## src/rtl/ofdm_rx_pkg.sv

```systemverilog
// Shared types, sizing constants and the burst level function for the OFDM receive path.
package ofdm_rx_pkg;

  localparam int sample_bit_width_c  = 12;
  localparam int symbol_length_c     = 160;
  localparam int raw_symbol_length_c = 128;
  localparam int osr_c               = 10;
  localparam int cp_length_c         = symbol_length_c - raw_symbol_length_c;

  typedef enum logic [1:0] {
    IDLE,
    CP,
    DATA
  } state_t;

  // One extra bit so that |most negative| and the sum of two magnitudes never overflow.
  function automatic logic [sample_bit_width_c:0] abs_sum(
    input logic signed [sample_bit_width_c-1:0] i,
    input logic signed [sample_bit_width_c-1:0] q
  );
    logic signed [sample_bit_width_c:0] ie;
    logic signed [sample_bit_width_c:0] qe;
    logic        [sample_bit_width_c:0] ai;
    logic        [sample_bit_width_c:0] aq;
    ie = i;
    qe = q;
    ai = ie[sample_bit_width_c] ? $unsigned(-ie) : $unsigned(ie);
    aq = qe[sample_bit_width_c] ? $unsigned(-qe) : $unsigned(qe);
    return ai + aq;
  endfunction

endpackage

```

## src/rtl/ofdm_rx_decimator.sv

```systemverilog
// Keeps the first of every osr_c valid input samples and presents it one cycle later.
module ofdm_rx_decimator
  import ofdm_rx_pkg::*;
(
  input  logic                          clk,
  input  logic                          rst_n,
  input  logic                          init,
  input  logic [sample_bit_width_c-1:0] in_i,
  input  logic [sample_bit_width_c-1:0] in_q,
  input  logic                          in_vld,
  output logic [sample_bit_width_c-1:0] i_p0,
  output logic [sample_bit_width_c-1:0] q_p0,
  output logic                          vld_p0
);

  localparam int cnt_w_c = (osr_c > 1) ? $clog2(osr_c) : 1;
  localparam logic [cnt_w_c-1:0] cnt_last_c = cnt_w_c'(osr_c - 1);

  logic [cnt_w_c-1:0] cnt;
  logic               keep;

  assign keep = in_vld && (cnt == '0);

  always_ff @(posedge clk or negedge rst_n) begin
    if (!rst_n) begin
      cnt    <= '0;
      vld_p0 <= 1'b0;
    end else if (init) begin
      cnt    <= '0;
      vld_p0 <= 1'b0;
    end else begin
      vld_p0 <= keep;
      if (in_vld) begin
        cnt <= (cnt == cnt_last_c) ? '0 : cnt + 1'b1;
      end
    end
  end

  // Stage p0: kept sample, qualified by vld_p0.
  always_ff @(posedge clk) begin
    if (keep) begin
      i_p0 <= in_i;
      q_p0 <= in_q;
    end
  end

endmodule

```

## src/rtl/ofdm_rx.sv

```systemverilog
// OFDM receive path: decimation, burst detection, symbol framing, CP removal and QPSK hard decisions.
// Optional macro OFDM_RX_SYM_COUNT_EN adds a saturating per-burst symbol counter output.
module ofdm_rx
  import ofdm_rx_pkg::*;
(
  input  logic                          sys_clk,
  input  logic                          sys_rstn,
  input  logic                          sys_init,
  input  logic [sample_bit_width_c-1:0] min_level,
  input  logic [sample_bit_width_c-1:0] rx_data_i,
  input  logic [sample_bit_width_c-1:0] rx_data_q,
  input  logic                          rx_data_valid,
  output logic [1:0]                    rx_rcv_data,
  output logic                          rx_rcv_data_valid,
  output logic                          rx_rcv_data_start
`ifdef OFDM_RX_SYM_COUNT_EN
  ,
  output logic [15:0]                   rx_symbol_count
`endif
);

  localparam int w_c     = sample_bit_width_c;
  localparam int idx_w_c = $clog2(symbol_length_c);
  localparam logic [idx_w_c-1:0] cp_last_c  = idx_w_c'(cp_length_c - 1);
  localparam logic [idx_w_c-1:0] cp_first_c = idx_w_c'(cp_length_c);
  localparam logic [idx_w_c-1:0] sym_last_c = idx_w_c'(symbol_length_c - 1);

  logic [w_c-1:0]        dec_i_p0;
  logic [w_c-1:0]        dec_q_p0;
  logic                  vld_p0;
  logic signed [w_c-1:0] si_p0;
  logic signed [w_c-1:0] sq_p0;
  logic [w_c:0]          level_p0;
  logic [w_c:0]          thresh;
  logic [w_c:0]          peak_max;

  state_t               state, state_n;
  logic [idx_w_c-1:0]   idx, idx_n;
  logic [w_c:0]         peak, peak_n;
  logic [1:0]           data_n;
  logic                 vld_n;
  logic                 start_n;

  ofdm_rx_decimator u_decimator (
    .clk    (sys_clk),
    .rst_n  (sys_rstn),
    .init   (sys_init),
    .in_i   (rx_data_i),
    .in_q   (rx_data_q),
    .in_vld (rx_data_valid),
    .i_p0   (dec_i_p0),
    .q_p0   (dec_q_p0),
    .vld_p0 (vld_p0)
  );

  assign si_p0    = dec_i_p0;
  assign sq_p0    = dec_q_p0;
  assign level_p0 = abs_sum(si_p0, sq_p0);
  assign thresh   = {1'b0, min_level};
  assign peak_max = (level_p0 > peak) ? level_p0 : peak;

  always_comb begin
    state_n = state;
    idx_n   = idx;
    peak_n  = peak;
    data_n  = rx_rcv_data;
    vld_n   = 1'b0;
    start_n = 1'b0;
    if (vld_p0) begin
      case (state)
        IDLE: begin
          if (level_p0 >= thresh) begin
            state_n = CP;
            idx_n   = idx_w_c'(1);
            peak_n  = level_p0;
          end
        end
        CP: begin
          peak_n = peak_max;
          idx_n  = idx + 1'b1;
          if (idx == cp_last_c) state_n = DATA;
        end
        DATA: begin
          vld_n   = 1'b1;
          start_n = (idx == cp_first_c);
          data_n  = {si_p0[w_c-1], sq_p0[w_c-1]};
          if (idx == sym_last_c) begin
            // Burst continues only if something in this symbol reached the threshold.
            idx_n   = '0;
            peak_n  = '0;
            state_n = (peak_max >= thresh) ? CP : IDLE;
          end else begin
            idx_n  = idx + 1'b1;
            peak_n = peak_max;
          end
        end
        default: state_n = IDLE;
      endcase
    end
  end

  // Stage p1: framing state and registered hard decisions.
  always_ff @(posedge sys_clk or negedge sys_rstn) begin
    if (!sys_rstn) begin
      state             <= IDLE;
      idx               <= '0;
      peak              <= '0;
      rx_rcv_data       <= '0;
      rx_rcv_data_valid <= 1'b0;
      rx_rcv_data_start <= 1'b0;
    end else if (sys_init) begin
      state             <= IDLE;
      idx               <= '0;
      peak              <= '0;
      rx_rcv_data       <= '0;
      rx_rcv_data_valid <= 1'b0;
      rx_rcv_data_start <= 1'b0;
    end else begin
      state             <= state_n;
      idx               <= idx_n;
      peak              <= peak_n;
      rx_rcv_data       <= data_n;
      rx_rcv_data_valid <= vld_n;
      rx_rcv_data_start <= start_n;
    end
  end

`ifdef OFDM_RX_SYM_COUNT_EN
  logic last_data;
  logic enter_idle;

  assign last_data  = vld_p0 && (state == DATA) && (idx == sym_last_c);
  assign enter_idle = (state != IDLE) && (state_n == IDLE);

  always_ff @(posedge sys_clk or negedge sys_rstn) begin
    if (!sys_rstn) begin
      rx_symbol_count <= '0;
    end else if (sys_init || enter_idle) begin
      rx_symbol_count <= '0;
    end else if (last_data && (rx_symbol_count != 16'hFFFF)) begin
      rx_symbol_count <= rx_symbol_count + 16'd1;
    end
  end
`endif

endmodule

```

## config.mk

```make
export PLATFORM = sky130hd
export DESIGN_NAME = ofdm_rx
export DESIGN_NICKNAME = d
export VERILOG_FILES = /design/src/rtl/ofdm_rx_pkg.sv /design/src/rtl/ofdm_rx_decimator.sv /design/src/rtl/ofdm_rx.sv
export SDC_FILE = /design/constraint.sdc
export NUM_CORES = 1
export LEC_CHECK = 0
export BUFFER_PORTS_ARGS = -buffer_cell sky130_fd_sc_hd__clkbuf_2
export CAP_MARGIN = 15
export CELL_PAD_IN_SITES_DETAIL_PLACEMENT = 0
export CELL_PAD_IN_SITES_GLOBAL_PLACEMENT = 1
export CORE_MARGIN = 1
export CORE_UTILIZATION = 42
export CTS_CLUSTER_SIZE = 20
export DETAILED_ROUTE_END_ITERATION = 10
export GPL_TIMING_DRIVEN = 0
export PLACE_DENSITY = 0.89
export SLEW_MARGIN = 40
export SYNTH_ARGS = -nofsm -noshare
export SYNTH_HDL_FRONTEND = slang
export SYNTH_SLANG_ARGS = --single-unit
export TNS_END_PERCENT = 30
```

## constraint.sdc

```tcl
create_clock -name sys_clk -period 5 [get_ports sys_clk]
set_input_delay 0.25 -clock sys_clk [delete_from_list [all_inputs] [get_ports sys_clk]]
set_output_delay 0.25 -clock sys_clk [all_outputs]
set_load 0.02 [all_outputs]
```

==> impl_metrics.env, run 1 <==
export IMPL_outcome="finished with violations"
export IMPL_violations="negative setup slack"
export IMPL_cts_sinks=56
export IMPL_synth_top_family_by_area="compound AO/OA/AOI/OAI gates"
export IMPL_pin_count=44
export IMPL_critical_path_required_ns=5.21
export IMPL_drcViolationCount=0
export IMPL_final_common_cell="ha_1"
export IMPL_end_kind="register"
export IMPL_arrival_ns=5.73
export IMPL_worst_setup_path_type="reg -> reg"
export IMPL_wl_um=9570
export IMPL_yosys_area_share_simple=0.171
export IMPL_power_density_mw_per_mm2=363
export IMPL_report_final_slew_viol_count=0
export IMPL_grt_pass1_wl_um=16200
export IMPL_netlist_area_sq_mm=0.00440
export IMPL_synth_seq_cells=56
export IMPL_grt_max_degree=33
export IMPL_max_slew_margin=0.651
export IMPL_cp_slowest_cell="or4b_4"
export IMPL_dp_slack_ns=-0.874
export IMPL_synthMuxAreaShare=0.0191
export IMPL_grt_total_usage=0.180
export IMPL_yosysUniqueCellTypes=62
export IMPL_worst_skew_pair_late_latency_ns=0.32
export IMPL_gp_congestion=0.825
export IMPL_p_total_mw=1.92
export IMPL_drtIter0Drc=242
export IMPL_syn_area_per_cell_sq_um=9.39
export IMPL_synthAdderAreaFrac=0.178
export IMPL_hold_start="rx_data_i[5]"
export IMPL_clockBufferDepth=2
export IMPL_numCtsBuffers=5
export IMPL_die_w_um=104
export IMPL_synth_edf_count=24
export IMPL_syn_nets=570
export IMPL_ant_nets=0
export IMPL_hold_violations=0
export IMPL_final_area_sq_mm=0.00529
export IMPL_clockRootBuffer="clkbuf_8"
export IMPL_num_vias=3534
export IMPL_rows=36
export IMPL_gr_total_overflow=0
export IMPL_crit_fanout=8
export IMPL_whs_path_depth=1
export IMPL_yosysWarnings=0
export IMPL_avgRoutedWirePerCell_um=14.2
export IMPL_synth_xor_area_frac=0.0538
export IMPL_rr_worst_depth=28
export IMPL_die_h_um=104
export IMPL_cts_htree_levels=2
export IMPL_critPathMostFrequentCell="a21oi_2"
export IMPL_num_fill_cells=879
export IMPL_max_freq_ghz=0.181
export IMPL_finalNonFillerCells=672
export IMPL_drive_gt1_frac=0.234
export IMPL_max_stage_delay_ns=0.54
export IMPL_reg2reg_from="u_decimator.i_p0[1]"
export IMPL_utilization=0.531
export IMPL_port_buffers=43
export IMPL_fin_worst_skew_ns=0.0115
export IMPL_setup_slack_ns=-0.520
export IMPL_synth_compound_area_frac=0.181
export IMPL_hold_path_class="in -> reg"
export IMPL_first_pass_iters=5
export IMPL_whs_endpoint="u_decimator.i_p0[5]"
export IMPL_place_area_sq_mm=0.00481
export IMPL_area_growth_pct=20.3
export IMPL_synth_cells=468
export IMPL_clk_pin_slew_worst_paths_ns=0.11
export IMPL_place_inst=644
export IMPL_viasPerCell=5.26
export IMPL_worst_pin_slew_ns=0.524
export IMPL_r2r_setup_slack_ns=-0.52
export IMPL_start_kind="register"
export IMPL_die_area_sq_mm=0.0109
export IMPL_layout_common_cells="58 x ha_1, 44 x clkbuf_2, 42 x nand2_1, 42 x inv_1, 32 x dfrtp_1"
export IMPL_antenna_found_initial=0
export IMPL_rsz0062_at_grt="yes"
export IMPL_min_period_over_period=1.10
export IMPL_core_sq_mm=0.00995
export IMPL_finalNetCount=640
export IMPL_ys_seq_area_frac=0.346
export IMPL_finalCriticalPeriod_ns=5.52
export IMPL_p_leak_nw=2.30
export IMPL_finalSetupViolCount=1
export IMPL_vdd_ir_drop_worst_uv=190
export IMPL_synth_main_ff_cell="dfrtp_1"
export IMPL_grt_pass1_vias=3487
export IMPL_post_dp_hpwl_um=7290
export IMPL_maxCapViolations=0
export IMPL_num_antenna_cells=0
export IMPL_cts_tree="done"
export IMPL_start_util=0.442
export IMPL_r2r_end="state[0]"
export IMPL_synthArstFlopShare=0.571
==> flip-flops by register name, summed over array words and instances (netlist names) <==
signal              flops
u_decimator.cnt         4
rx_rcv_data             2
u_decimator.vld_p0      1
u_decimator.q_p0       12
rx_rcv_data_start       1
idx                     8
u_decimator.i_p0       12
rx_rcv_data_valid       1
peak                   13
state                   2
==> synth_stat cells, types with 6 or more instances <==
cell | number | area, sq um
dfrtp_1 | 32 | 801
ha_1 | 61 | 763
o21ai_0 | 27 | 135
inv_1 | 44 | 165
nand2_1 | 42 | 158
a21oi_1 | 31 | 155
o21ai_1 | 8 | 40.0
xnor2_1 | 27 | 236
nand2b_1 | 8 | 50.1
nor2_1 | 25 | 93.8
nand3_1 | 14 | 70.1
edfxtp_1 | 24 | 721
o21a_1 | 6 | 45.0
o2bb2ai_1 | 11 | 96.3
==> critical path, delay by kind of cell (launching register included) <==
family	cells	cell delay [ns]
compound gates	13	2.39
simple gates	6	1.00
fa+ha+maj	4	0.98
flops	1	0.42
xor+xnor	2	0.26
buf+inv	3	0.36
==> metrics by stage <==
step / setup TNS [ns] / hold WS (ns)
floorplan: -0.177 / -0.0456
global placement: -0.759 / 0.378
detailed placement: -0.874 / 0.390
CTS: -0.549 / 0.0380
global route: -0.728 / 0.0929
finish: -0.520 / 0.105
==> worst max-delay path by stage <==
stage / startpoint / to / slack, ns / cells after the start
2_1_floorplan: u_decimator.i_p0[0] / state[0] / -0.18 / 29
3_3_place_gp: u_decimator.i_p0[0] / state[0] / -0.76 / 28
3_5_place_dp: u_decimator.i_p0[0] / state[0] / -0.87 / 28
4_1_cts: u_decimator.i_p0[1] / state[0] / -0.55 / 29
5_1_grt: u_decimator.q_p0[4] / state[0] / -0.73 / 26
6_report: u_decimator.i_p0[1] / state[0] / -0.52 / 28
==> area by class of cell <==
| type | instances | area, sq um | share of cell area |
|---|---|---|---|
| buffer | 10 | 95.1 | 0.0180 |
| clock buffer | 5 | 68.8 | 0.0130 |
| clock inverter | 3 | 46.3 | 0.00876 |
| inverter | 44 | 165 | 0.0312 |
| multi-input combinational | 358 | 2850 | 0.540 |
| sequential | 56 | 1520 | 0.288 |
| tap | 133 | 166 | 0.0315 |
| timing repair buffer | 63 | 370 | 0.0700 |
==> where the power goes <==
part	switching [mW]	internal [mW]
logic	0.571	0.509
clock network	0.157	0.151
registers	0.0207	0.511
==> layer usage <==
metal / wire length [um] / global-route usage / vias up
met1: 4530 / 0.240 / 1621
met5: 0 / 0 / -
met3: 326 / 0.0219 / 8
met4: 101 / 0.0357 / 0
met2: 4610 / 0.314 / 69
li1: - / - / 1836
==> repair_timing <==
| item | 4_1_cts | 5_1_grt |
|---|---|---|
| pin swaps | 18 | 26 |
| hold buffers | 0 | 1 |
| setup endpoints to repair | 1 | 16 |
| setup buffers | 11 | 8 |
| resized for setup | 18 | 26 |
| endpoints found under the hold margin | 0 | 32 |
==> cell families (layout without fill, tap and decap cells) <==
family	Yosys count	in the layout
muxes	8	8
xor gates and xnor gates	27	27
AOI/OAI and AO/OA	120	120
buffers and inverters	54	125
and+or+nand+nor	141	141
adders and majority gates	62	62
DFF	56	56
(Power assumes the default switching activity.)
==> run 2, diff against run 1 <==
Settings changed: CORE_MARGIN 1 to not set, RECOVER_POWER set to 25, SYNTH_HIERARCHICAL set to 1.
==> run 2 against run 1 <==
Against the previous run:
- the run still ends with negative setup slack left
- non-clock buffer count grew 3
- clock skew grew 0.0025 ns
- combinational power grew 44%
- count of clock-buffer cells in the layout is the same
- area after synthesis shrank 1.5%
- die area shrank 1.5%
- design area grew 0.45%
- largest cell class unchanged
- largest power group unchanged
==> impl_metrics.env, run 2 <==
export IMPL_final_common_cell="ha_1"
export IMPL_worst_setup_path_type="reg -> reg"
export IMPL_reg2reg_from="u_decimator/i_p0[4]"
export IMPL_synth_cells=454
export IMPL_max_freq_ghz=0.178
export IMPL_layout_common_cells="52 x ha_1, 44 x inv_1, 43 x clkbuf_2"
export IMPL_yosysUniqueCellTypes=59
export IMPL_grt_pass1_vias=3432
export IMPL_yosysTopAreaCell="dfrtp_1"
export IMPL_first_pass_iters=4
export IMPL_top_regs="peak x13, u_decimator/i_p0 x12, u_decimator/q_p0 x12"
export IMPL_num_fill_cells=863
export IMPL_rows=36
export IMPL_syn_nets=553
export IMPL_arrival_ns=5.82
export IMPL_fin_worst_skew_ns=0.0140
export IMPL_pin_count=44
export IMPL_yosysTopAreaCellShare=0.185
export IMPL_rr_worst_depth=27
export IMPL_synth_main_ff_cell="dfrtp_1"
export IMPL_num_antenna_cells=0
export IMPL_report_final_slew_viol_count=0
export IMPL_cts_tree="done"
export IMPL_wl_um=9660
export IMPL_area_growth_pct=22.6
export IMPL_numCtsBuffers=5
export IMPL_finalCriticalPeriod_ns=5.61
export IMPL_grt_pass1_wl_um=15800
export IMPL_drtIter0Drc=113
export IMPL_setup_slack_ns=-0.612
export IMPL_post_dp_hpwl_um=7290
export IMPL_ant_nets=0
export IMPL_finalSetupViolCount=1
export IMPL_hold_path_class="in -> reg"
export IMPL_grt_total_usage=0.182
export IMPL_core_sq_mm=0.00986
export IMPL_syn_area_per_cell_sq_um=9.54
export IMPL_p_leak_nw=2.36
export IMPL_power_density_mw_per_mm2=452
export IMPL_drive_gt1_frac=0.245
export IMPL_max_slew_margin=0.433
export IMPL_synth_seq_cells=56
export IMPL_antenna_found_initial=0
export IMPL_utilization=0.538
export IMPL_num_vias=3592
export IMPL_end_kind="register"
export IMPL_clockBufferDepth=2
export IMPL_hold_start="rx_data_i[8]"
export IMPL_worst_skew_pair_late_latency_ns=0.33
export IMPL_clk_pin_slew_worst_paths_ns=0.11
export IMPL_min_period_over_period=1.12
export IMPL_cts_htree_levels=2
export IMPL_vdd_ir_drop_worst_uv=195
export IMPL_rsz0062_at_grt="yes"
export IMPL_violations="negative setup slack"
export IMPL_clockRootBuffer="clkbuf_8"
export IMPL_top_register="peak"
export IMPL_die_h_um=104
export IMPL_critical_path_required_ns=5.21
export IMPL_ys_seq_area_frac=0.351
export IMPL_avgRoutedWirePerCell_um=14.6
export IMPL_gp_congestion=0.800
export IMPL_drcViolationCount=0
export IMPL_hold_violations=0
export IMPL_netlist_area_sq_mm=0.00433
export IMPL_r2r_setup_slack_ns=-0.61
export IMPL_dp_slack_ns=-0.801
export IMPL_largest_reg_flops=13
export IMPL_r2r_end="state[0]"
export IMPL_p_total_mw=2.40
export IMPL_synth_edf_count=24
export IMPL_maxCapViolations=0
export IMPL_die_w_um=104
export IMPL_whs_path_depth=1
export IMPL_synthTopCellsByCount="58 x ha_1, 44 x inv_1, 37 x nand2_1"
export IMPL_yosysMostFrequentCell="ha_1"
export IMPL_start_kind="register"
export IMPL_setup_tns_ns=-0.612
export IMPL_viasPerCell=5.42
export IMPL_cts_sinks=56
export IMPL_grt_max_degree=26
export IMPL_synthTopCellsByArea="dfrtp_1 18%, ha_1 17%, edfxtp_1 17%"
export IMPL_finalNetCount=628
export IMPL_worst_pin_slew_ns=0.851
export IMPL_crit_fanout=5
export IMPL_gr_total_overflow=0
export IMPL_whs_endpoint="u_decimator/i_p0[8]"
export IMPL_synthArstFlopShare=0.571
export IMPL_outcome="finished with violations"
export IMPL_die_area_sq_mm=0.0107
export IMPL_start_util=0.439
export IMPL_yosysWarnings=6
export IMPL_port_buffers=43
==> run 2: kinds of logic after synthesis <==
family	count (synthesis)	synth area share
AO/OA/AOI/OAI	126	0.204
AND/OR/NAND/NOR	124	0.147
adder cells (fa/ha/maj)	59	0.172
flip-flops	56	0.351
buffers and inverters	52	0.0465
XOR/XNOR	28	0.0566
multiplexers	9	0.0225
==> run 2: worst max-delay path by stage <==
stage / startpoint / end / cells after the start
after floorplan: u_decimator/q_p0[2] / state[0] / 28
after global placement: u_decimator/i_p0[2] / state[0] / 28
after detailed placement: u_decimator/i_p0[2] / state[0] / 28
after CTS: u_decimator/i_p0[4] / state[0] / 28
after global routing: u_decimator/i_p0[2] / state[0] / 28
final: u_decimator/i_p0[4] / state[0] / 27
==> run 2: cell type report <==
type / count / area [sq um] / area share
Multi-Input combinational cell: 346 / 2850 / 0.537
Sequential cell: 56 / 1520 / 0.286
Timing Repair Buffer: 68 / 458 / 0.0862
Tap cell: 133 / 166 / 0.0313
Inverter: 44 / 165 / 0.0311
Clock buffer: 5 / 68.8 / 0.0130
Buffer: 8 / 57.6 / 0.0108
Clock inverter: 3 / 22.5 / 0.00424
==> run 2: timing repair <==
item                                   in CTS  in global routing
gates cloned                                0                  1
setup buffers                              13                  9
pin swaps                                  12                 26
gates resized for setup                    14                 21
hold buffers                                1                  0
endpoints found under the hold margin      12                  0
setup endpoints to repair                   1                  1
==> run 2: metal layers <==
metal  routed length, um  track usage  vias up
met2                4810        0.317       74
met1                4270        0.230     1695
li1                    -            -     1811
met3                 398       0.0258       12
met5                   0            0        -
met4                 177       0.0663        0
==> run 2: stage by stage <==
step	instances	instance area [sq um]	hold slack, ns
floorplan	454	4430	-0.0456
global placement	630	4810	0.386
detailed placement	631	4840	0.191
CTS	653	5110	0.0784
global route	663	5310	0.0873
finish	663	5310	0.0864
==> run 2: report_power, final <==
group          internal, mW  leakage, nW  switching [mW]  total (mW)
clock                 0.100       0.0447           0.163       0.263
sequential            0.535        0.668          0.0444       0.579
combinational         0.732         1.65           0.829        1.56
total                  1.37         2.36            1.04        2.40
==> run 2: critical path, cell delays in order (launching register included) <==
cell and delay (ns):
edfxtp_1 0.43, or3_4 0.39, or2_4 0.30, nor4_4 0.32, buf_4 0.16, nand3b_1 0.10
nand2_1 0.10, xnor2_1 0.13, ha_2 0.32, and3_4 0.18, a311o_4 0.42, ha_4 0.27
and3_4 0.17, nand4_1 0.12, a21o_1 0.22, a31oi_4 0.22, buf_8 0.15, buf_8 0.12
nand2_4 0.05, o21ai_2 0.08, ha_1 0.25, a21o_1 0.19, a31oi_2 0.15, o21ai_1 0.10
nand4_1 0.12, nand2_2 0.08, a211oi_2 0.24, o21ai_1 0.10
